<file path="src/rtl/serial_sub_pkg.sv">
// Shared definitions for the bit-serial subtractor: FSM encoding and
// the bit-counter sizing helper.
package serial_sub_pkg;

  typedef enum logic [1:0] {
    IDLE = 2'd0,
    RUN  = 2'd1,
    DONE = 2'd2
  } state_t;

  // The counter only needs to reach WIDTH-1; never narrower than one bit.
  function automatic int cnt_width(input int width);
    int w;
    w = $clog2(width);
    return (w < 1) ? 1 : w;
  endfunction

endpackage

</file>
<file path="src/rtl/serial_subtractor_full_subtractor.sv">
// Combinational one-bit subtractor cells: a half subtractor and the full
// subtractor composed from two of them, mirroring the adder structure.
module half_subtractor (
  input  logic a,
  input  logic b,
  output logic diff,
  output logic bout
);

  assign diff = a ^ b;
  assign bout = ~a & b;

endmodule

module full_subtractor (
  input  logic a,
  input  logic b,
  input  logic bin,
  output logic diff,
  output logic bout
);

  logic d1;
  logic b1;
  logic b2;

  half_subtractor u_hs0 (
    .a    (a),
    .b    (b),
    .diff (d1),
    .bout (b1)
  );

  // Second stage subtracts the incoming borrow from the partial difference;
  // its borrow term reduces to ~(a^b)&bin.
  half_subtractor u_hs1 (
    .a    (d1),
    .b    (bin),
    .diff (diff),
    .bout (b2)
  );

  assign bout = b1 | b2;

endmodule

</file>
<file path="src/rtl/serial_subtractor.sv">
// Bit-serial subtractor: diff = a - b - bin, LSB first, one bit per clock,
// with a start/ready handshake and a one-cycle done pulse.
module serial_subtractor
  import serial_sub_pkg::*;
#(
  parameter int WIDTH = 8
) (
  input  logic             clk_in,
  input  logic             rst_in,
  input  logic             start_in,
  input  logic [WIDTH-1:0] a_in,
  input  logic [WIDTH-1:0] b_in,
  input  logic             bin_in,
  output logic             ready_out,
  output logic             busy_out,
  output logic             done_out,
  output logic [WIDTH-1:0] diff_out,
  output logic             borrow_out,
  output logic             ovf_out
);

  localparam int CW = cnt_width(WIDTH);
  localparam logic [CW-1:0] LAST_CNT = CW'(WIDTH - 1);

  state_t state_reg, state_next;

  logic [WIDTH-1:0] a_sr_reg;
  logic [WIDTH-1:0] b_sr_reg;
  logic [WIDTH-2:0] res_sr_reg;
  logic [CW-1:0]    cnt_reg;
  logic             borrow_reg;
  logic             a_msb_reg;
  logic             b_msb_reg;
  logic [WIDTH-1:0] diff_reg;
  logic             borrow_out_reg;
  logic             ovf_reg;

  logic             fs_d;
  logic             fs_bo;
  logic             last_bit;
  logic [WIDTH-1:0] res_cat;

  full_subtractor u_fs (
    .a    (a_sr_reg[0]),
    .b    (b_sr_reg[0]),
    .bin  (borrow_reg),
    .diff (fs_d),
    .bout (fs_bo)
  );

  assign last_bit = (cnt_reg == LAST_CNT);
  // On the last RUN edge the new bit completes the result: it becomes the MSB.
  assign res_cat  = {fs_d, res_sr_reg};

  always_ff @(posedge clk_in) begin
    if (rst_in) begin
      state_reg <= IDLE;
    end else begin
      state_reg <= state_next;
    end
  end

  always_comb begin
    state_next = state_reg;
    case (state_reg)
      IDLE:    if (start_in) state_next = RUN;
      RUN:     if (last_bit) state_next = DONE;
      DONE:    state_next = IDLE;
      default: state_next = IDLE;
    endcase
  end

  always_comb begin
    ready_out = (state_reg == IDLE);
    busy_out  = (state_reg == RUN);
    done_out  = (state_reg == DONE);
  end

  always_ff @(posedge clk_in) begin
    if (rst_in) begin
      a_sr_reg       <= '0;
      b_sr_reg       <= '0;
      res_sr_reg     <= '0;
      cnt_reg        <= '0;
      borrow_reg     <= 1'b0;
      a_msb_reg      <= 1'b0;
      b_msb_reg      <= 1'b0;
      diff_reg       <= '0;
      borrow_out_reg <= 1'b0;
      ovf_reg        <= 1'b0;
    end else begin
      case (state_reg)
        IDLE: begin
          if (start_in) begin
            a_sr_reg   <= a_in;
            b_sr_reg   <= b_in;
            borrow_reg <= bin_in;
            cnt_reg    <= '0;
            a_msb_reg  <= a_in[WIDTH-1];
            b_msb_reg  <= b_in[WIDTH-1];
          end
        end
        RUN: begin
          a_sr_reg   <= a_sr_reg >> 1;
          b_sr_reg   <= b_sr_reg >> 1;
          res_sr_reg <= res_cat[WIDTH-1:1];
          borrow_reg <= fs_bo;
          cnt_reg    <= cnt_reg + 1'b1;
          // Result registers change only here, so no partial value is visible.
          if (last_bit) begin
            diff_reg       <= res_cat;
            borrow_out_reg <= fs_bo;
            ovf_reg        <= (a_msb_reg != b_msb_reg) && (fs_d != a_msb_reg);
          end
        end
        default: ;
      endcase
    end
  end

  assign diff_out   = diff_reg;
  assign borrow_out = borrow_out_reg;
  assign ovf_out    = ovf_reg;

endmodule

</file>
<file path="config.mk">
export PLATFORM = sky130hd
export DESIGN_NAME = serial_subtractor
export DESIGN_NICKNAME = d
export VERILOG_FILES = /design/src/rtl/serial_sub_pkg.sv /design/src/rtl/serial_subtractor_full_subtractor.sv /design/src/rtl/serial_subtractor.sv
export SDC_FILE = /design/constraint.sdc
export NUM_CORES = 1
export LEC_CHECK = 0
export CAP_MARGIN = 20
export CORE_MARGIN = 2
export CORE_UTILIZATION = 40
export CTS_CLUSTER_DIAMETER = 60
export DETAILED_ROUTE_END_ITERATION = 7
export PLACE_DENSITY_LB_ADDON = 0.1
export SYNTH_ARGS = -nofsm -noshare
export SYNTH_HDL_FRONTEND = slang
export SYNTH_SLANG_ARGS = --single-unit
</file>
<file path="constraint.sdc">
create_clock -name clk_in -period 1.2 [get_ports clk_in]
set_input_delay 0.12 -clock clk_in [delete_from_list [all_inputs] [get_ports clk_in]]
set_output_delay 0.12 -clock clk_in [all_outputs]
set_load 0.01 [all_outputs]
</file>
# After elaboration in Yosys (flattened, before gate mapping)
# Cells that the tools add are included.
# classes
eq_ne	7
bitwise	7
addsub	1
reduce_logical	7
n_mux	11
# ops
cell	n
one-hot mux 8 bit (2 select lines)	2
two-way mux 8 bit	2
AND reduction 2 bit	4
one-hot mux 3 bit (2 select lines)	1
two-way mux 2 bit	2
one-hot mux 2 bit (2 select lines)	1
adder 3 x 1 -> 3 bit, second input constant	1
equality test 3 bit, second input constant	1
two-way mux 3 bit	1
AND 1 bit	2
equality test 2 x 1 -> 1 bit, second input constant	1
equality test 2 bit, second input constant	1
logical NOT 2 bit	1
inequality test 1 bit	2
inequality test 2 x 1 -> 1 bit, second input constant	1
inequality test 2 bit, second input constant	1
NOT 1 bit	2
one-hot mux 1 bit (2 select lines)	1
nonzero test 2 bit	1
bitwise XOR 1 bit	2
logical AND 1 bit	1
two-way mux 1 bit	1
bitwise OR 1 bit	1
# word_totals
register_bits	41
word_cells	44
in_bits	20
out_inout_bits	13

# Depth between registers and ports, before layout
# depth
ltp_word	5
mapped_depth	7
depth_no_buf	5

# By module
# A second synthesis with hierarchy kept.
# unflattened
hier_cells	193
area_unflattened_um2	1851.8
# by_module_without_submodules
module	area_per_inst_um2	n_inst	seq_area_each_um2	cells_each
serial_subtractor	1805.5	1	820.8	186
half_subtractor	20.0	2	0.0	3
full_subtractor	6.3	1	0.0	1

# Worst setup path after synthesis
# No wires, ideal clock.
# synth_timing
path_type	register -> register
start	register b_sr_reg[0]
end	register ovf_reg (netlist: ovf_out)
path_slack_ns	-0.131
arrival_time_ns	1.245
stages_incl_launch_ff	6
cell_sequence	dfxtp_1 -> inv_1 -> fa_1 -> nor2_1 -> a21oi_1 -> a211oi_1
# synth_via
elab_chain_len	4
# synth_lines
item	line_no	rtl
start: declaration	serial_subtractor.sv:28	logic [WIDTH-1:0] b_sr_reg;
start signal: assignment	serial_subtractor.sv:96	b_sr_reg <= b_in;
start signal: assignment	serial_subtractor.sv:105	b_sr_reg <= b_sr_reg >> 1;
bitwise XOR 1 bit (2 in series)	serial_subtractor_full_subtractor.sv:10	assign diff = a ^ b;
named net fs_d	serial_subtractor.sv:38	logic fs_d;
inequality test 1 bit	serial_subtractor.sv:113	ovf_reg <= (a_msb_reg != b_msb_reg) && (fs_d != a_msb_reg);
logical AND 1 bit	serial_subtractor.sv:113	
end signal: assignment	serial_subtractor.sv:113	
end: declaration	serial_subtractor.sv:36	logic ovf_reg;
# The timed path passes the listed nets, and every way through them passes these cells.
# A chain may end at the register's enable or synchronous reset.

# Worst setup path in the final report
# layout_timing
start	register borrow_reg
end	register ovf_reg (netlist: ovf_out)
# layout_via
elab_chain_len	3
# layout_lines
item	line_no	rtl
start: declaration	serial_subtractor.sv:31	logic borrow_reg;
start signal: assignment	serial_subtractor.sv:97	borrow_reg <= bin_in;
start signal: assignment	serial_subtractor.sv:107	borrow_reg <= fs_bo;
bitwise XOR 1 bit	serial_subtractor_full_subtractor.sv:10	
named net fs_d	serial_subtractor.sv:38	
inequality test 1 bit	serial_subtractor.sv:113	
logical AND 1 bit	serial_subtractor.sv:113	
# The timed path passes the listed nets, and every way through them passes these cells.

==> impl_metrics.json <==
{
  "status": "finished, violations left",
  "violations": "negative setup slack",
  "ys_types": 29,
  "start_util_pct": 40.7,
  "drive_gt1_share_pct": 40.2,
  "first_iter_violations": 56,
  "grt_util_all_layers_pct": 17.9,
  "synth_area_um2": 1750,
  "vias_per_cell": 5.05,
  "grt_overflow_total": 0,
  "tightest_slew_ps": 268,
  "internal_power_mw": 2.39,
  "wl_per_cell_um": 13.9,
  "finalClockSkew_ps": 3.62,
  "p_sw_share_pct": 23.7,
  "drv_cap": 0,
  "cts_tree": "built",
  "synth_edf_count": 0,
  "drt-total-wl_um": 4130,
  "crit_path_end_kind": "register",
  "diodes": 0,
  "max_stage_delay_ps": 600,
  "timing.fmax_mhz": 727,
  "fin_util_pct": 62.6,
  "gp_congestion": 0.832,
  "vias": 1505,
  "grt_pass1_vias": 1546,
  "rsz0062_at_grt": "yes",
  "final_common_cell": "dfxtp_1",
  "grt_antenna_before_repair": 0,
  "setup_viol": 15,
  "yosys.area.top_type_share_pct": 46.9,
  "drtPass1Iterations": 4,
  "synthTopCellsByArea": "dfxtp_1, mux2i_1, a211oi_2",
  "postSynth.asyncResetShare_pct": 0,
  "p_switching_uw": 743,
  "min_path_type": "input pin to register",
  "fin_crit_ps": 1380,
  "grt_pass1_wl_um": 6980,
  "synth.largest_area_cell": "dfxtp_1",
  "core_area_um2": 4290,
  "synth.net_count": 213,
  "htreeDepth": 2,
  "drv_slew": 0,
  "placed_area_um2": 2280,
  "synthFlopType": "dfxtp_1",
  "cts_buffers": 5,
  "worstPathArrival_ps": 1560,
  "yosysSeqAreaShare_pct": 46.9,
  "die_w_um": 70.1,
  "cp_max_fo": 3,
  "clk_latency_ps": 290,
  "antenna_left": 0,
  "p_total_mw": 3.13,
  "io_buffers": 32,
  "critPathSlowestCell": "fa_2",
  "cts-root-buf": "clkbuf_8",
  "slew_headroom_pct": 82.1,
  "grt_max_degree": 29,
  "ioPinCount": 33,
  "whs_ps": 417,
  "post-route-period-util_pct": 115,
  "final_cell_mix": "dfxtp_1, nor2_1, nand2_1",
  "peakVddDrop_mv": 0.589,
  "seqPwrFrac_pct": 46.9,
  "netlist_instances": 190,
  "drcViolationCount": 0,
  "dpl.hpwl_um": 2620,
  "finalNetCount": 268,
  "fp-row-count": 24,
  "crit_type": "register to register",
  "setup_slack_ps": -176,
  "synth_seq_cells": 41,
  "path_clk_slew_ps": 80,
  "crit_chain": "inv_2 > fa_2 > nor2_2 > a21oi_2 > a211oi_2",
  "startpoint_type": "register",
  "cts_buffer_depth": 2,
  "crit_required_ps": 1380,
  "clkPwrFrac_pct": 36.7,
  "cts_num_sinks": 41,
  "fp.dieH_um": 70.1,
  "combPwrFrac_pct": 16.4,
  "die-area_um2": 4920,
  "area_delta_synth_final_pct": 53.7,
  "synth_warnings": 0,
  "power_density_nw_per_um2": 1160,
  "hold_viol_final": 0,
  "postLayoutCellArea_um2": 2690,
  "avgSynthCellArea_um2": 9.21,
  "leakagePower_nw": 1.09
}
-- kinds of logic (layout without fill, tap and decap cells) --
logic type,Yosys count,in the layout,share of synthesized area [%]
and+or+nand+nor,66,66,16.0
AOI/OAI and AO/OA,46,46,19.5
DFF,41,41,46.9
buffers and inverters,19,75,6.44
muxes,15,15,8.58
adders and majority gates,3,3,2.57
-- routing by layer --
metal	GRT usage [%]	wire length (um)	up-vias
li1	-	-	755
met1	22.1	1800	714
met2	30.6	2120	29
met3	5.19	162	7
met4	4.49	48	0
met5	0	0	-
-- Yosys cell counts, types with 3 or more instances --
master / number
buf_1: 3
buf_2: 3
dfxtp_1: 41
buf_4: 4
nand2b_1: 3
a21oi_1: 21
buf_6: 3
inv_1: 3
mux2i_1: 15
nor2_1: 25
a211oi_2: 10
nand2_1: 32
a211oi_1: 7
-- metrics by stage --
step / std cells / setup TNS [ps] / setup slack, ps
global placement: 283 / -3170 / -145
CTS: 296 / -1100 / -180
global route: 298 / -2900 / -227
floorplan: 190 / -123 / -90.3
detailed placement: 283 / -3790 / -211
finish: 298 / -1250 / -176
-- layout make-up --
class / count / area (um2)
repair buffers: 63 / 647
clock inverters: 1 / 30.0
clock buffers: 7 / 86.3
inverters: 4 / 15.0
flip-flops and latches: 41 / 832
multi-input cells: 130 / 1010
well taps: 52 / 65.1
fillers: 362 / 1610
-- critical path: cells and delay by family, from the launching register on --
family	cells	cell delay (ps)
buf+inv	1	40
simple gates	1	50
compound gates	2	230
flops	1	340
fa+ha+maj	1	600
-- timing repair --
action                     4_1_cts  5_1_grt
pin swaps                       11        6
hold buffers                     0        0
gates resized for setup         58       24
buffers inserted                 3        3
cloned                           2        0
setup endpoints to repair       52       35
-- power by group through the flow --
stage               logic [mW]  registers [mW]  clock network, mW
detailed placement       0.439            1.50                  0
floorplan                0.258            1.48                  0
global route             0.564            1.47               1.24
finish                   0.513            1.47               1.15
CTS                      0.483            1.47               1.17
global placement         0.429            1.49                  0
-- final timing paths --
| path | from | end | slack [ps] | cells past startpoint |
|---|---|---|---|---|
| hold reg to reg | diff_out[4]$_SDFFE_PP0P_ | diff_out[4]$_SDFFE_PP0P_ | 460 | 2 |
| hold / removal | b_in[7] | b_sr_reg[7]$_SDFFE_PP0P_ | 420 | 3 |
| setup reg to reg | borrow_reg$_SDFFE_PP0P_ | ovf_out$_SDFFE_PP0P_ | -180 | 5 |
| setup / recovery | borrow_reg$_SDFFE_PP0P_ | ovf_out$_SDFFE_PP0P_ | -180 | 5 |
No activity file was read; power rests on OpenSTA's default activity.
